File: src/rtl/pipe_ctrl_dec.sv
// pipe_ctrl_dec: main control decoder for the pipelined RV32I core, plus the D->E->M->W
// control pipeline. Each control field is carried only as far as the stage that uses it.
//
// Parameters
//   EXT_EN    1: also decode lui/auipc/jalr; 0: base set only
//   IMMSRC_W  width of ImmSrcD (3 with EXT_EN=1; 2 allowed with EXT_EN=0)
//
// Ports
//   clk, reset          rising-edge clock, asynchronous active-high reset
//   opD                 instruction[6:0] in Decode
//   StallE, FlushE      hazard-unit controls for the E register
//   ImmSrcD, IllegalD   combinational decode outputs
//   ALUSrcAE ... IllegalE  Execute-stage controls
//   MemWriteM, RegWriteM   Memory-stage controls
//   ResultSrcW, RegWriteW  Writeback-stage controls
module pipe_ctrl_dec #(
  parameter bit          EXT_EN   = 1'b1,
  parameter int unsigned IMMSRC_W = 3
) (
  input  logic                clk,
  input  logic                reset,
  input  logic [6:0]          opD,
  input  logic                StallE,
  input  logic                FlushE,
  output logic [IMMSRC_W-1:0] ImmSrcD,
  output logic                IllegalD,
  output logic                ALUSrcAE,
  output logic                ALUSrcBE,
  output logic [1:0]          ALUOpE,
  output logic                BranchE,
  output logic                JumpE,
  output logic                JumpRegE,
  output logic                ResultSrcE0,
  output logic                IllegalE,
  output logic                MemWriteM,
  output logic                RegWriteM,
  output logic [1:0]          ResultSrcW,
  output logic                RegWriteW
);

  // Fields that travel into Execute. An all-zero value is a bubble.
  typedef struct packed {
    logic       reg_write;
    logic       mem_write;
    logic [1:0] result_src;
    logic       branch;
    logic [1:0] alu_op;
    logic       jump;
    logic       jump_reg;
    logic       alu_src_a;
    logic       alu_src_b;
    logic       illegal;
  } ctrl_e_t;

  typedef struct packed {
    logic       reg_write;
    logic       mem_write;
    logic [1:0] result_src;
  } ctrl_m_t;

  typedef struct packed {
    logic       reg_write;
    logic [1:0] result_src;
  } ctrl_w_t;

  ctrl_e_t    ctrl_d;
  logic [2:0] imm_src_full;
  ctrl_e_t    ctrl_e;
  ctrl_m_t    ctrl_m;
  ctrl_w_t    ctrl_w;

  // ---------------------------------------------------------------------------
  // Decode
  // ---------------------------------------------------------------------------
  always_comb begin
    ctrl_d       = '0;
    imm_src_full = 3'b000;
    unique case (opD)
      7'b0000011: begin // lw
        ctrl_d.reg_write  = 1'b1;
        ctrl_d.alu_src_b  = 1'b1;
        ctrl_d.result_src = 2'b01;
      end
      7'b0100011: begin // sw
        imm_src_full      = 3'b001;
        ctrl_d.alu_src_b  = 1'b1;
        ctrl_d.mem_write  = 1'b1;
      end
      7'b0110011: begin // R-type
        ctrl_d.reg_write  = 1'b1;
        ctrl_d.alu_op     = 2'b10;
      end
      7'b1100011: begin // B-type
        imm_src_full      = 3'b010;
        ctrl_d.branch     = 1'b1;
        ctrl_d.alu_op     = 2'b01;
      end
      7'b0010011: begin // I-type ALU
        ctrl_d.reg_write  = 1'b1;
        ctrl_d.alu_src_b  = 1'b1;
        ctrl_d.alu_op     = 2'b10;
      end
      7'b1101111: begin // jal
        ctrl_d.reg_write  = 1'b1;
        imm_src_full      = 3'b011;
        ctrl_d.result_src = 2'b10;
        ctrl_d.jump       = 1'b1;
      end
      7'b0110111: begin // lui
        if (EXT_EN) begin
          ctrl_d.reg_write  = 1'b1;
          imm_src_full      = 3'b100;
          ctrl_d.alu_src_b  = 1'b1;
          ctrl_d.result_src = 2'b11;
        end else begin
          ctrl_d.illegal = 1'b1;
        end
      end
      7'b0010111: begin // auipc
        if (EXT_EN) begin
          ctrl_d.reg_write  = 1'b1;
          imm_src_full      = 3'b100;
          ctrl_d.alu_src_a  = 1'b1;
          ctrl_d.alu_src_b  = 1'b1;
        end else begin
          ctrl_d.illegal = 1'b1;
        end
      end
      7'b1100111: begin // jalr
        if (EXT_EN) begin
          ctrl_d.reg_write  = 1'b1;
          ctrl_d.alu_src_b  = 1'b1;
          ctrl_d.result_src = 2'b10;
          ctrl_d.jump       = 1'b1;
          ctrl_d.jump_reg   = 1'b1;
        end else begin
          ctrl_d.illegal = 1'b1;
        end
      end
      default: ctrl_d.illegal = 1'b1;
    endcase
  end

  // Narrow ImmSrc builds keep only the low bits of the table encoding.
  assign ImmSrcD  = imm_src_full[IMMSRC_W-1:0];
  assign IllegalD = ctrl_d.illegal;

  // ---------------------------------------------------------------------------
  // Pipeline registers
  // ---------------------------------------------------------------------------
  always_ff @(posedge clk or posedge reset) begin
    if (reset) begin
      ctrl_e <= '0;
      ctrl_m <= '0;
      ctrl_w <= '0;
    end else begin
      // Flush wins over stall so a squashed instruction never lingers in E.
      if (FlushE) begin
        ctrl_e <= '0;
      end else if (!StallE) begin
        ctrl_e <= ctrl_d;
      end

      // While E is held its instruction must not also advance into M.
      if (StallE) begin
        ctrl_m <= '0;
      end else begin
        ctrl_m.reg_write  <= ctrl_e.reg_write;
        ctrl_m.mem_write  <= ctrl_e.mem_write;
        ctrl_m.result_src <= ctrl_e.result_src;
      end

      ctrl_w.reg_write  <= ctrl_m.reg_write;
      ctrl_w.result_src <= ctrl_m.result_src;
    end
  end

  assign ALUSrcAE    = ctrl_e.alu_src_a;
  assign ALUSrcBE    = ctrl_e.alu_src_b;
  assign ALUOpE      = ctrl_e.alu_op;
  assign BranchE     = ctrl_e.branch;
  assign JumpE       = ctrl_e.jump;
  assign JumpRegE    = ctrl_e.jump_reg;
  assign ResultSrcE0 = ctrl_e.result_src[0];
  assign IllegalE    = ctrl_e.illegal;
  assign MemWriteM   = ctrl_m.mem_write;
  assign RegWriteM   = ctrl_m.reg_write;
  assign ResultSrcW  = ctrl_w.result_src;
  assign RegWriteW   = ctrl_w.reg_write;

endmodule

File: config.mk
export PLATFORM = sky130hd
export DESIGN_NAME = pipe_ctrl_dec
export DESIGN_NICKNAME = d
export VERILOG_FILES = /design/src/rtl/pipe_ctrl_dec.sv
export SDC_FILE = /design/constraint.sdc
export NUM_CORES = 1
export LEC_CHECK = 0
export ABC_AREA = 0
export CAP_MARGIN = 15
export CORE_MARGIN = 8
export CORE_UTILIZATION = 47
export CTS_BUF_LIST = sky130_fd_sc_hd__clkbuf_8
export DETAILED_ROUTE_END_ITERATION = 12
export PLACE_DENSITY = 0.89
export SLEW_MARGIN = 5
export SYNTH_ARGS = -nofsm -noshare
export SYNTH_HDL_FRONTEND = slang
export SYNTH_SLANG_ARGS = --single-unit
File: constraint.sdc
create_clock -name clk -period 1.5 [get_ports clk]
set_clock_uncertainty 0.2 [all_clocks]
set_input_delay 0.3 -clock clk [delete_from_list [all_inputs] [get_ports clk]]
set_output_delay 0.3 -clock clk [all_outputs]
set_load 0.05 [all_outputs]
* Yosys cells after proc, flatten, opt, wreduce, memory -nomap -nowiden
Index checks and enable logic that the tools add are counted.
** Operators by class
- Eq/ne operators :: 10
- Multiplexer cells :: 14
- Reduce and logical (&&, ||, !) cells :: 6
** Operators with widths (count)
- 12-bit two-way mux :: 2
- 7-bit by 6-bit equality test with 1-bit output, second input constant :: 3
- 7-bit equality test, second input constant :: 3
- 7-bit by 5-bit equality test with 1-bit output, second input constant :: 2
- 3-bit case mux with 4 select lines :: 1
- 9-bit OR reduction :: 1
- 1-bit two-way mux :: 8
- 7-bit by 2-bit equality test with 1-bit output, second input constant :: 1
- 7-bit OR reduction :: 1
- 2-bit case mux with 3 select lines :: 1
- 2-bit OR reduction :: 3
- 6-bit OR reduction :: 1
- 4-bit two-way mux :: 1
- 2-bit case mux with 2 select lines :: 1
- 2-bit by 1-bit inequality test with 1-bit output, second input constant :: 1
** Storage, ports and cells
- Bits in registers :: 19
- Input bits :: 11
- Output and inout bits :: 18
- Word-level logic and storage cells :: 45

* Depth between registers and ports, before layout
Gate-level depths: netlist of run 1.
- Depth in word-level cells :: 5
- Gate-level depth with buffers :: 4
- Mapped depth without buffers :: 3

* Worst setup path after synthesis of run 1
OpenSTA, ideal clock, no wires.
- Kind :: input to output
- Start point :: input opD[6]
- End point :: output ImmSrcD[0]
- Data arrival time :: 1.540 ns
- Data required time :: 1.000 ns
- Slack :: -0.540 ns
- Cell stages on the path :: 3
- Path buffers :: 1
- Path through :: buf_2 or3_1 a21boi_1
** On the way
- Cells in the longest elaborated chain, start to end :: 3
- Elaborated cells on any way between the ends :: 7
- Classes of those cells :: 5 x eq/ne; 1 x mux; 1 x reduce/logical
** Ends and longest elaborated chain
- start, declared :: line 22 : input logic [6:0] opD,
- 7-bit by 5-bit equality test with 1-bit output or 7-bit by 6-bit equality test with 1-bit output (tied branches) :: line 78 : unique case (opD)
- 2-bit OR reduction (no line)
- 3-bit case mux with 4 select lines * :: line 78
- end, declared :: line 25 : output logic [IMMSRC_W-1:0] ImmSrcD,
Every way passes the cells marked *; elsewhere a longest branch is shown, timed or not.

* Final worst setup path of run 1
- Start point :: input opD[1]
- End point :: output IllegalD
** On the way
- Cells in the longest elaborated chain, start to end :: 3
- Elaborated cells on any way between the ends :: 11
- Classes of those cells :: 9 x eq/ne; 1 x mux; 1 x reduce/logical
** Ends and longest elaborated chain
- 7-bit equality test (tied with other cells) :: line 78
- 9-bit OR reduction (no line) *
- 1-bit two-way mux *
- end, declared :: line 26 : output logic IllegalD,
Marks and branches as above.

==> run_results.csv, run 1 <==
group,metric,value,unit
cts,clk_latency,0.26,ns
setup_path,max_stage_delay,0.26,ns
cts,cts_tree,"done",
global_route,grt_max_degree,19,
sta,hold_violations,0,
setup_path,cp_max_fo,2,
die,core,1882,um2
sta,fin_crit,1.640,ns
cells_and_area,drive_gt1_share,48.12,%
cells_and_area,finalInstanceArea,1645,um2
setup_path,crit_path_cell_trace,"buf_6, buf_6, and4bb_2, a32oi_4, buf_12",
synth,syn_inst,87,
cts,cts_buffers,3,
synth,synth_cell_type_count,36,
global_route,grt_first_pass_wirelength,4781,um
synth,avgSynthCellArea,10.35,um2
power_and_ir_drop,clkPwrFrac,34.6,%
routing,vias_per_cell,5.600,
cells_and_area,nNetsFinal,145,
cells_and_area,area_growth,82.64,%
setup_path,cp_data_required_time,1.00,ns
cells_and_area,diodes,0,
placed_design,dp_cells,151,
setup_path,startpoint,"opD[1]",
setup_path,worstPathArrival,1.14,ns
cts,cts_max_path_buffers,2,
sta,timing.slew.headroom,80.23,%
cts,cts_hold_buf,0,
die,io_pins,29,
min_path,min-delay-start,"ctrl_m[0]$_DFF_PP0_",
setup_path,worst_path_max_delay_cell,"and4bb_2",
outcome,violations,"setup timing",
power_and_ir_drop,powerDensity,694.0,nW/um2
sta,maxSlewViolCount,0,
setup_path,crit_path_end_kind,"output port",
routing,wl_per_cell,17.66,um
cts,clkSlewWorstSetupHoldPaths,0.07,ns
sta,final.setup.worst_slack,-0.1401,ns
power_and_ir_drop,p_sw,0.0002916,W
die,die_width,59.78,um
cts,htreeDepth,1,
placed_design,place.gp.congestion,0.7834,
power_and_ir_drop,finalPower,0.001142,W
routing,final_antenna_net_count,0,
cells_and_area,finalNonFillerCells,160,
sta,period_share,109.3,%
power_and_ir_drop,pwr-share-seq,44.0,%
synth,syn_nets,98,
synth,synth-edff-count,0,
die,row_count,16,
die,die_h,59.78,um
global_route,grt_antenna_before_repair,0,
power_and_ir_drop,power_frac_comb,21.4,%
routing,drtIter0Drc,14,
die,fp.dieArea,3574,um2
placed_design,place_area,1506,um2
sta,rsz0062_at_grt,"true",
synth,ys_seq_elements,18,
setup_path,r2r-start,"BranchE$_DFFE_PP0P_",
power_and_ir_drop,p_sw_share,25.53,%
synth,ys_warn_count,0,
synth,async_flop_share,100.0,%
synth,netlist_area,900.9,um2
setup_path,start_kind,"primary input",
synth,ys.flop_type,"dfrtp_1",
routing,post-route-drc-count,0,
power_and_ir_drop,ir_drop,573.6,uV
power_and_ir_drop,power_leakage,0.7556,nW
placed_design,dpl.hpwl,1962,um
power_and_ir_drop,p_int,0.0008503,W
routing,wirelength,2826,um
run,cap_violations,0,
sta,max_freq,609.7,MHz
routing,vias,896,
sta,setup_viol,3,
placed_design,io_buffers,28,
routing,first_pass_iters,4,
cts,clock_sinks,18,
global_route,globalRouteOverflowTotal,0,
setup_path,critical_path_class,"in -> out",
setup_path,crit_top_cell,"buf_6",
global_route,grt_pass1_vias,1002,
cts,cts-root-buf,"clkbuf_8",
outcome,status,"finished, violations left",
die,start_util,47.87,%
synth,synth-seq-area-share,50.00,%
global_route,grt_use_total,18.26,%
sta,whs,0.1487,ns
sta,worstMarginPinSlew,0.2965,ns
min_path,holdCritPathClass,"reg -> reg",
-- per-stage QoR --
| step | util, % | worst slack, ns | setup TNS [ns] |
|---|---|---|---|
| 2_1_floorplan | - | -0.1725 | -0.2105 |
| 3_3_place_gp | 80.05 | -0.5534 | -5.980 |
| 3_5_place_dp | 80.05 | -0.6024 | -6.791 |
| 4_1_cts | 87.43 | -0.1612 | -0.3685 |
| 5_1_grt | 87.43 | -0.1541 | -0.3972 |
| 6_report | 87.43 | -0.1401 | -0.3668 |
-- cells in the mapped netlist (2+ instances only) --
cell      count  area share [%]
dfrtp_1      18              50
nor2_1        8             3.3
buf_2         5             2.8
nor2b_1       5             3.5
a21oi_1       4             2.2
nand2_1       4             1.7
a22o_1        3             2.9
inv_1         3             1.2
nor3_1        3             1.7
a32oi_1       2             1.9
and3_1        2             1.4
buf_4         2             1.7
nand2b_1      2             1.4
nand3_1       2             1.1
or3_1         2             1.4
or4_1         2             1.7
-- power by group through the flow --
| stage | logic [W] | registers (W) | clock network [W] |
|---|---|---|---|
| final | 0.000244 | 0.000502 | 0.000396 |
| after global routing | 0.000261 | 0.000503 | 0.000416 |
| after CTS | 0.000238 | 0.000502 | 0.000404 |
| after detailed placement | 0.000217 | 0.000511 | 0 |
| after global placement | 0.000208 | 0.000511 | 0 |
| after floorplan | 0.0000893 | 0.000528 | 0 |
-- logic make-up after synthesis --
logic type | after synthesis | share of synthesized area [%]
AOI/OAI and AO/OA | 17 | 15.28
buffers and inverters | 12 | 7.360
and+or+nand+nor | 39 | 26.39
xor gates and xnor gates | 1 | 0.9724
DFF | 18 | 50.00
-- flip-flops by register name (all words and copies together) (netlist names) --
| signal | cells |
|---|---|
| ctrl_e | 3 |
| ResultSrcW | 2 |
| ctrl_m | 2 |
| ALUOpE | 1 |
| ALUSrcAE | 1 |
| ALUSrcBE | 1 |
| BranchE | 1 |
| IllegalE | 1 |
| JumpE | 1 |
| JumpRegE | 1 |
| MemWriteM | 1 |
| RegWriteM | 1 |
| RegWriteW | 1 |
| ResultSrcE0 | 1 |
-- critical path: cells and delay by family --
family,cells,cell delay [ns]
AO/OA/AOI/OAI,1,0.21
AND/OR/NAND/NOR,1,0.26
buffers and inverters,3,0.37
-- placed cells by master, fill, tap and decap left out, types with 2 or more instances in the layout --
master / synthesis / final
nor3_1: 3 / 3
nand2_1: 4 / 4
a21oi_1: 4 / 4
a32oi_1: 2 / 2
clkbuf_8: 0 / 4
clkdlybuf4s50_1: 0 / 2
a22o_1: 3 / 3
or4_1: 2 / 2
buf_12: 0 / 18
buf_6: 1 / 8
inv_1: 3 / 3
nor2_1: 8 / 7
nand3_1: 2 / 2
buf_2: 5 / 2
nor2b_1: 5 / 5
dfrtp_1: 18 / 18
buf_4: 2 / 20
-- final timing paths --
| kind | end | slack [ns] | cells after the start |
|---|---|---|---|
| min in group asynchronous | RegWriteW$_DFF_PP0_ | 0.17 | 3 |
| max reg2reg | BranchE$_DFFE_PP0P_ | 0.49 | 2 |
| max in group asynchronous | ResultSrcW[0]$_DFF_PP0_ | 0.74 | 3 |
| min | ResultSrcW[0]$_DFF_PP0_ | 0.15 | 0 |
| max | IllegalD | -0.14 | 5 |
| min reg2reg | ResultSrcW[0]$_DFF_PP0_ | 0.15 | 0 |
-- final cells by class --
class / count / area [um2]
timing repair buffer: 51 / 639.4
multi-input combinational: 57 / 455.4
sequential: 18 / 450.4
fill: 96 / 236.5
clock buffer: 4 / 55.05
tap: 27 / 33.78
inverter: 3 / 11.26
-- routing by layer --
metal	share of wire [%]	global-route usage, %
met5	0	0
met4	6.0	14.97
met3	5.1	3.441
met2	49	30.77
met1	39	19.24
-- what timing repair did --
item | 4_1_cts | 5_1_grt
setup buffers | 5 | 0
resized for setup | 49 | 0
pin swaps | 7 | 3
endpoints found under the setup margin | 14 | 4
endpoints found under the hold margin | 0 | 0
No activity file was read; power rests on OpenSTA's default activity.
==> run 2, diff against run 1 <==
--- a/config.mk
+++ b/config.mk
@@ -11,7 +11,7 @@
 export CORE_UTILIZATION = 47
 export CTS_BUF_LIST = sky130_fd_sc_hd__clkbuf_8
 export DETAILED_ROUTE_END_ITERATION = 12
-export PLACE_DENSITY = 0.89
+export PLACE_DENSITY = 0.92
 export SLEW_MARGIN = 5
 export SYNTH_ARGS = -nofsm -noshare
 export SYNTH_HDL_FRONTEND = slang
==> run 2 against run 1 <==
The run still ends with setup timing left. Register-to-register slack lost 0.07 ns. Count of clock-buffer cells in the layout shrank 1. Core utilization grew 2.6 points. Clock power shrank 17%. First-iteration DRC count grew to 4.8 times the previous value. Sequential power is essentially flat. Via count grew 8.9%. Critical path depth is the same. Sequential cell count is the same. Worst setup slack lost 0.0050 ns. Hold slack gained 0.0063 ns. Largest cell class unchanged. Largest power group unchanged.
==> run_results.csv, run 2 (same netlist as run 1, synthesis figures left out) <==
group,metric,value,unit
min_path,hold_end,"ResultSrcW[0]$_DFF_PP0_",
cells_and_area,nFillCells,79,
cts,cts_buffers,3,
global_route,globalRouteOverflowTotal,0,
cells_and_area,seqCellArea,450.4,um2
routing,wl_per_cell,22.74,um
routing,post-route-drc-count,0,
sta,period_share,109.7,%
power_and_ir_drop,p_int,0.0008087,W
cts,htreeDepth,1,
setup_path,r2r_setup_slack,0.42,ns
power_and_ir_drop,p_sw,0.0002968,W
cells_and_area,multi_input_area,478.0,um2
power_and_ir_drop,p_sw_share,26.85,%
cells_and_area,drive_gt1_share,50.36,%
routing,drtIter0Drc,67,
sta,hold_violations,0,
placed_design,io_buffers,28,
setup_path,critical_path_class,"in -> out",
cts,clkSlewWorstSetupHoldPaths,0.06,ns
cells_and_area,diodes,0,
placed_design,dpl.hpwl,2174,um
setup_path,cp_max_fo,3,
cells_and_area,final_common_cell,"buf_4",
sta,timing.slew.headroom,77.87,%
sta,worstMarginPinSlew,0.3309,ns
power_and_ir_drop,clkPwrFrac,29.7,%
routing,wirelength,3729,um
cts,cts-root-buf,"clkbuf_8",
outcome,violations,"setup timing",
cells_and_area,nNetsFinal,150,
routing,vias,976,
setup_path,crit_path_end_kind,"output port",
cells_and_area,regMostFlops,"ctrl_e",
routing,first_pass_iters,4,
power_and_ir_drop,power_frac_comb,24.8,%
placed_design,place.gp.congestion,0.8494,
sta,finalSetupTns,-0.4294,ns
cts,cts_tree,"done",
run,cap_violations,0,
die,io_pins,29,
global_route,grt_max_degree,19,
cells_and_area,finalInstanceArea,1694,um2
setup_path,max_stage_delay,0.24,ns
outcome,status,"finished, violations left",
setup_path,crit_buf_inv,3,
power_and_ir_drop,ir_drop,481.0,uV
setup_path,start_kind,"primary input",
min_path,min-delay-start,"ctrl_m[0]$_DFF_PP0_",
cells_and_area,area_growth,88.06,%
setup_path,worstRegToRegCells,2,
global_route,grt_use_total,18.26,%
placed_design,place_area,1536,um2
die,core,1882,um2
die,start_util,47.87,%
die,die_width,59.78,um
power_and_ir_drop,pwr-share-seq,45.5,%
cts,cts_max_path_buffers,2,
setup_path,crit_path_cell_trace,"buf_6, buf_4, o21bai_4, a32oi_4, buf_12",
setup_path,path_depth,5,
placed_design,pre_cts_slack,-0.6012,ns
min_path,hold_path_depth,0,
die,die_h,59.78,um
sta,rsz0062_at_grt,"true",
min_path,holdCritPathClass,"reg -> reg",
global_route,grt_pass1_vias,991,
routing,vias_per_cell,5.951,
sta,final.setup.worst_slack,-0.1451,ns
cells_and_area,final_cell_mix,"buf_4, dfrtp_1, buf_12, buf_6, nor2_1",
sta,setup_viol,4,
setup_path,worstPathArrival,1.15,ns
cts,clk_latency,0.25,ns
setup_path,rr_endpoint,"BranchE$_DFFE_PP0P_",
sta,max_freq,607.9,MHz
power_and_ir_drop,powerDensity,652.5,nW/um2
setup_path,cp_data_required_time,1.00,ns
cts,clock_sinks,18,
setup_path,r2r-start,"BranchE$_DFFE_PP0P_",
cts,cts_hold_buf,0,
global_route,grt_antenna_before_repair,0,
die,row_count,16,
setup_path,worst_path_max_delay_cell,"a32oi_4",
die,fp.dieArea,3574,um2
sta,fin_crit,1.645,ns
routing,final_antenna_net_count,0,
setup_path,cp_top_family,"compound AO/OA/AOI/OAI gates",
global_route,grt_first_pass_wirelength,4988,um
power_and_ir_drop,power_leakage,0.7807,nW
sta,maxSlewViolCount,0,
cells_and_area,largest_register_ff_count,3,
-- run 2: changes by cell type in the layout (fill, tap and decap cells not counted) --
cell,previous run,this run
buf_4,20,26
buf_2,2,1
a221oi_2,0,1
xnor2_4,0,1
nand2b_2,1,0
a221oi_1,1,0
xnor2_2,1,0
nand2b_4,0,1
clkbuf_8,4,3
-- run 2: per-stage QoR --
step                hold WS [ns]  cells  util (%)  total power [W]
finish                    0.1550    164     90.03         0.001105
global route              0.1592    164     90.03         0.001143
CTS                       0.1552    161     87.57         0.001069
detailed placement        0.1357    155     81.65        0.0007380
global placement          0.1320    155     81.65        0.0007268
floorplan                0.03857     87         -        0.0006170
-- run 2: final cells by class --
| type | instances | share of cell area, % |
|---|---|---|
| multi-input cells | 57 | 28.21 |
| repair buffers | 56 | 40.10 |
| flip-flops and latches | 18 | 26.59 |
| well taps | 27 | 1.994 |
| inverters | 3 | 0.6647 |
| clock buffers | 3 | 2.437 |
-- run 2: per-layer routing --
metal,wire length (um),GRT usage (%),vias up
met1,1295,20.13,473
met2,1920,31.69,76
met5,0,0,-
met3,319,5.376,23
li1,-,-,404
met4,193,7.483,0
-- run 2: power by group through the flow --
stage	combinational, W	clock (W)	sequential [W]
global route	0.000287	0.000353	0.000504
detailed placement	0.000226	0	0.000512
CTS	0.000246	0.000320	0.000503
finish	0.000274	0.000328	0.000503
floorplan	0.0000893	0	0.000528
global placement	0.000216	0	0.000511
-- run 2: timing repair --
item,CTS,global route
resized for setup,48,5
setup buffers,3,3
pin swaps,7,6
setup endpoints to repair,15,4
gates cloned,0,0
-- run 2: how the worst max path moves through the flow --
stage / from / end / slack (ns)
finish: opD[4] / IllegalD / -0.15
global route: opD[6] / ImmSrcD[0] / -0.16
CTS: opD[1] / IllegalD / -0.17
detailed placement: opD[2] / ALUSrcAE$_DFFE_PP0P_ / -0.60
global placement: opD[2] / ImmSrcD[0] / -0.54
floorplan: opD[2] / ImmSrcD[0] / -0.17
==> run 3, diff against run 2 <==
--- a/config.mk
+++ b/config.mk
@@ -7,7 +7,6 @@
 export LEC_CHECK = 0
 export ABC_AREA = 0
 export CAP_MARGIN = 15
-export CORE_MARGIN = 8
 export CORE_UTILIZATION = 47
 export CTS_BUF_LIST = sky130_fd_sc_hd__clkbuf_8
 export DETAILED_ROUTE_END_ITERATION = 12
==> run 3 against run 2 <==
The run still ends with setup timing left. Die area shrank 41%. Core utilization grew 0.40 points. Register-to-register slack is essentially flat. Hold slack is essentially flat.
==> run_results.csv, run 3 (same netlist as run 1, synthesis figures left out) <==
group,metric,value,unit
sta,fin_crit,1.630,ns
cells_and_area,finalInstanceArea,1595,um2
routing,met1Wirelength,874,um
routing,wirelength,2536,um
cts,clkSlewWorstSetupHoldPaths,0.06,ns
cts,cts-root-buf,"clkbuf_8",
cts,cts_max_path_buffers,2,
cts,clock_sinks,18,
cells_and_area,largest_register_ff_count,3,
cells_and_area,regMostFlops,"ctrl_e",
cells_and_area,area_growth,77.08,%
setup_path,cp_data_required_time,1.00,ns
cts,htreeDepth,1,
cts,cts_hold_buf,0,
setup_path,rr_endpoint,"BranchE$_DFFE_PP0P_",
sta,period_share,108.7,%
setup_path,critical_path_class,"in -> out",
placed_design,place_area,1519,um2
cells_and_area,final_cell_mix,"buf_4, dfrtp_1, buf_12, nor2_1, nor2b_1",
routing,met3WireLength,147,um
cells_and_area,nNetsFinal,143,
setup_path,worstPathArrival,1.13,ns
sta,setup_viol,3,
setup_path,r2r_setup_slack,0.42,ns
min_path,hold_path_depth,0,
sta,maxSlewViolCount,0,
placed_design,dpl.hpwl,2101,um
global_route,grt_use_total,28.60,%
placed_design,io_buffers,28,
cells_and_area,drive_gt1_share,46.15,%
routing,drtIter0Drc,21,
power_and_ir_drop,power_frac_comb,21.8,%
setup_path,crit_path_end_kind,"output port",
global_route,grt_max_degree,19,
routing,vias,886,
power_and_ir_drop,p_int,0.0007891,W
die,die_h,45.78,um
cells_and_area,diodes,0,
setup_path,cp_max_fo,4,
cts,cts_buffers,3,
power_and_ir_drop,pwr-share-seq,47.4,%
global_route,globalRouteOverflowTotal,0,
setup_path,worstRegToRegCells,2,
die,fp.dieArea,2096,um2
routing,final_antenna_net_count,0,
power_and_ir_drop,p_sw_share,25.73,%
sta,final.setup.worst_slack,-0.1301,ns
cts,clk_latency,0.25,ns
outcome,violations,"setup timing",
outcome,status,"finished, violations left",
power_and_ir_drop,ir_drop,445.6,uV
routing,vias_per_cell,5.716,
routing,wl_met2,1408,um
sta,timing.slew.headroom,77.92,%
power_and_ir_drop,powerDensity,666.0,nW/um2
placed_design,pre_cts_slack,-0.5709,ns
die,die_width,45.78,um
die,row_count,15,
routing,first_pass_iters,4,
setup_path,crit_path_end,"IllegalD",
routing,post-route-drc-count,0,
global_route,grt_first_pass_wirelength,4133,um
cts,cts_tree,"done",
cells_and_area,final_common_cell,"buf_4",
sta,max_freq,613.5,MHz
routing,wl_per_cell,16.36,um
global_route,grt_pass1_vias,962,
cells_and_area,nFillCells,81,
global_route,grt_antenna_before_repair,0,
sta,hold_violations,0,
setup_path,startpoint,"opD[5]",
min_path,holdCritPathClass,"reg -> reg",
die,io_pins,29,
setup_path,start_kind,"primary input",
power_and_ir_drop,power_leakage,0.7451,nW
sta,worstMarginPinSlew,0.3302,ns
die,core,1764,um2
placed_design,place.gp.congestion,0.8438,
sta,rsz0062_at_grt,"true",
die,start_util,51.06,%
power_and_ir_drop,p_sw,0.0002734,W
routing,top_layer,"met4",
run,cap_violations,0,
power_and_ir_drop,clkPwrFrac,30.8,%
setup_path,r2r-start,"BranchE$_DFFE_PP0P_",
-- run 3: timing repair --
action                                  in CTS  in global routing
pin swaps                                    5                  1
endpoints found under the setup margin      14                  5
resized for setup                           41                  4
buffers inserted                             1                  0
-- run 3: area by class of cell --
cell class	instances	area (um2)	share of cell area, %
flip-flops and latches	18	450.4	28.24
multi-input cells	57	441.7	27.69
well taps	25	31.28	1.961
repair buffers	49	619.3	38.82
inverters	3	11.26	0.7059
clock buffers	3	41.29	2.588
-- run 3: worst min path at each step --
| stage | slack [ns] | to | from |
|---|---|---|---|
| floorplan | 0.04 | ALUOpE[1]$_DFFE_PP0P_ | reset |
| global placement | 0.13 | ResultSrcW[1]$_DFF_PP0_ | ctrl_m[1]$_DFF_PP0_ |
| detailed placement | 0.14 | ResultSrcW[1]$_DFF_PP0_ | ctrl_m[1]$_DFF_PP0_ |
| CTS | 0.15 | ResultSrcW[1]$_DFF_PP0_ | ctrl_m[1]$_DFF_PP0_ |
| global route | 0.16 | ResultSrcW[1]$_DFF_PP0_ | ctrl_m[1]$_DFF_PP0_ |
| finish | 0.16 | ResultSrcW[1]$_DFF_PP0_ | ctrl_m[1]$_DFF_PP0_ |
-- run 3: critical path, cell delays in order --
cell and delay, ns:
buf_6 0.09, and4b_2 0.28, a32oi_4 0.28, buf_12 0.17
-- run 3: metal layers --
layer / global-route usage [%] / up-vias
met5: 0 / -
met4: 17.65 / 0
met1: 28.54 / 428
li1: - / 395
met3: 4.762 / 10
met2: 54.00 / 53
-- run 3: through the flow --
| stage | setup TNS, ns | instances | util (%) | power [W] | hold slack (ns) |
|---|---|---|---|---|---|
| global placement | -5.644 | 151 | 86.10 | 0.0007235 | 0.1311 |
| detailed placement | -6.669 | 151 | 86.10 | 0.0007363 | 0.1395 |
| finish | -0.3333 | 155 | 90.43 | 0.001062 | 0.1551 |
| CTS | -0.3641 | 155 | 89.29 | 0.001064 | 0.1539 |
| global route | -0.4031 | 155 | 90.43 | 0.001097 | 0.1589 |
| floorplan | -0.2105 | 87 | - | 0.0006170 | 0.03857 |
-- run 3: power by group through the flow --
stage	Sequential (W)	Combinational [W]	Clock, W
after global routing	0.000504	0.000247	0.000346
after floorplan	0.000528	0.0000893	0
final	0.000503	0.000232	0.000327
after global placement	0.000511	0.000212	0
after CTS	0.000503	0.000228	0.000333
after detailed placement	0.000512	0.000225	0
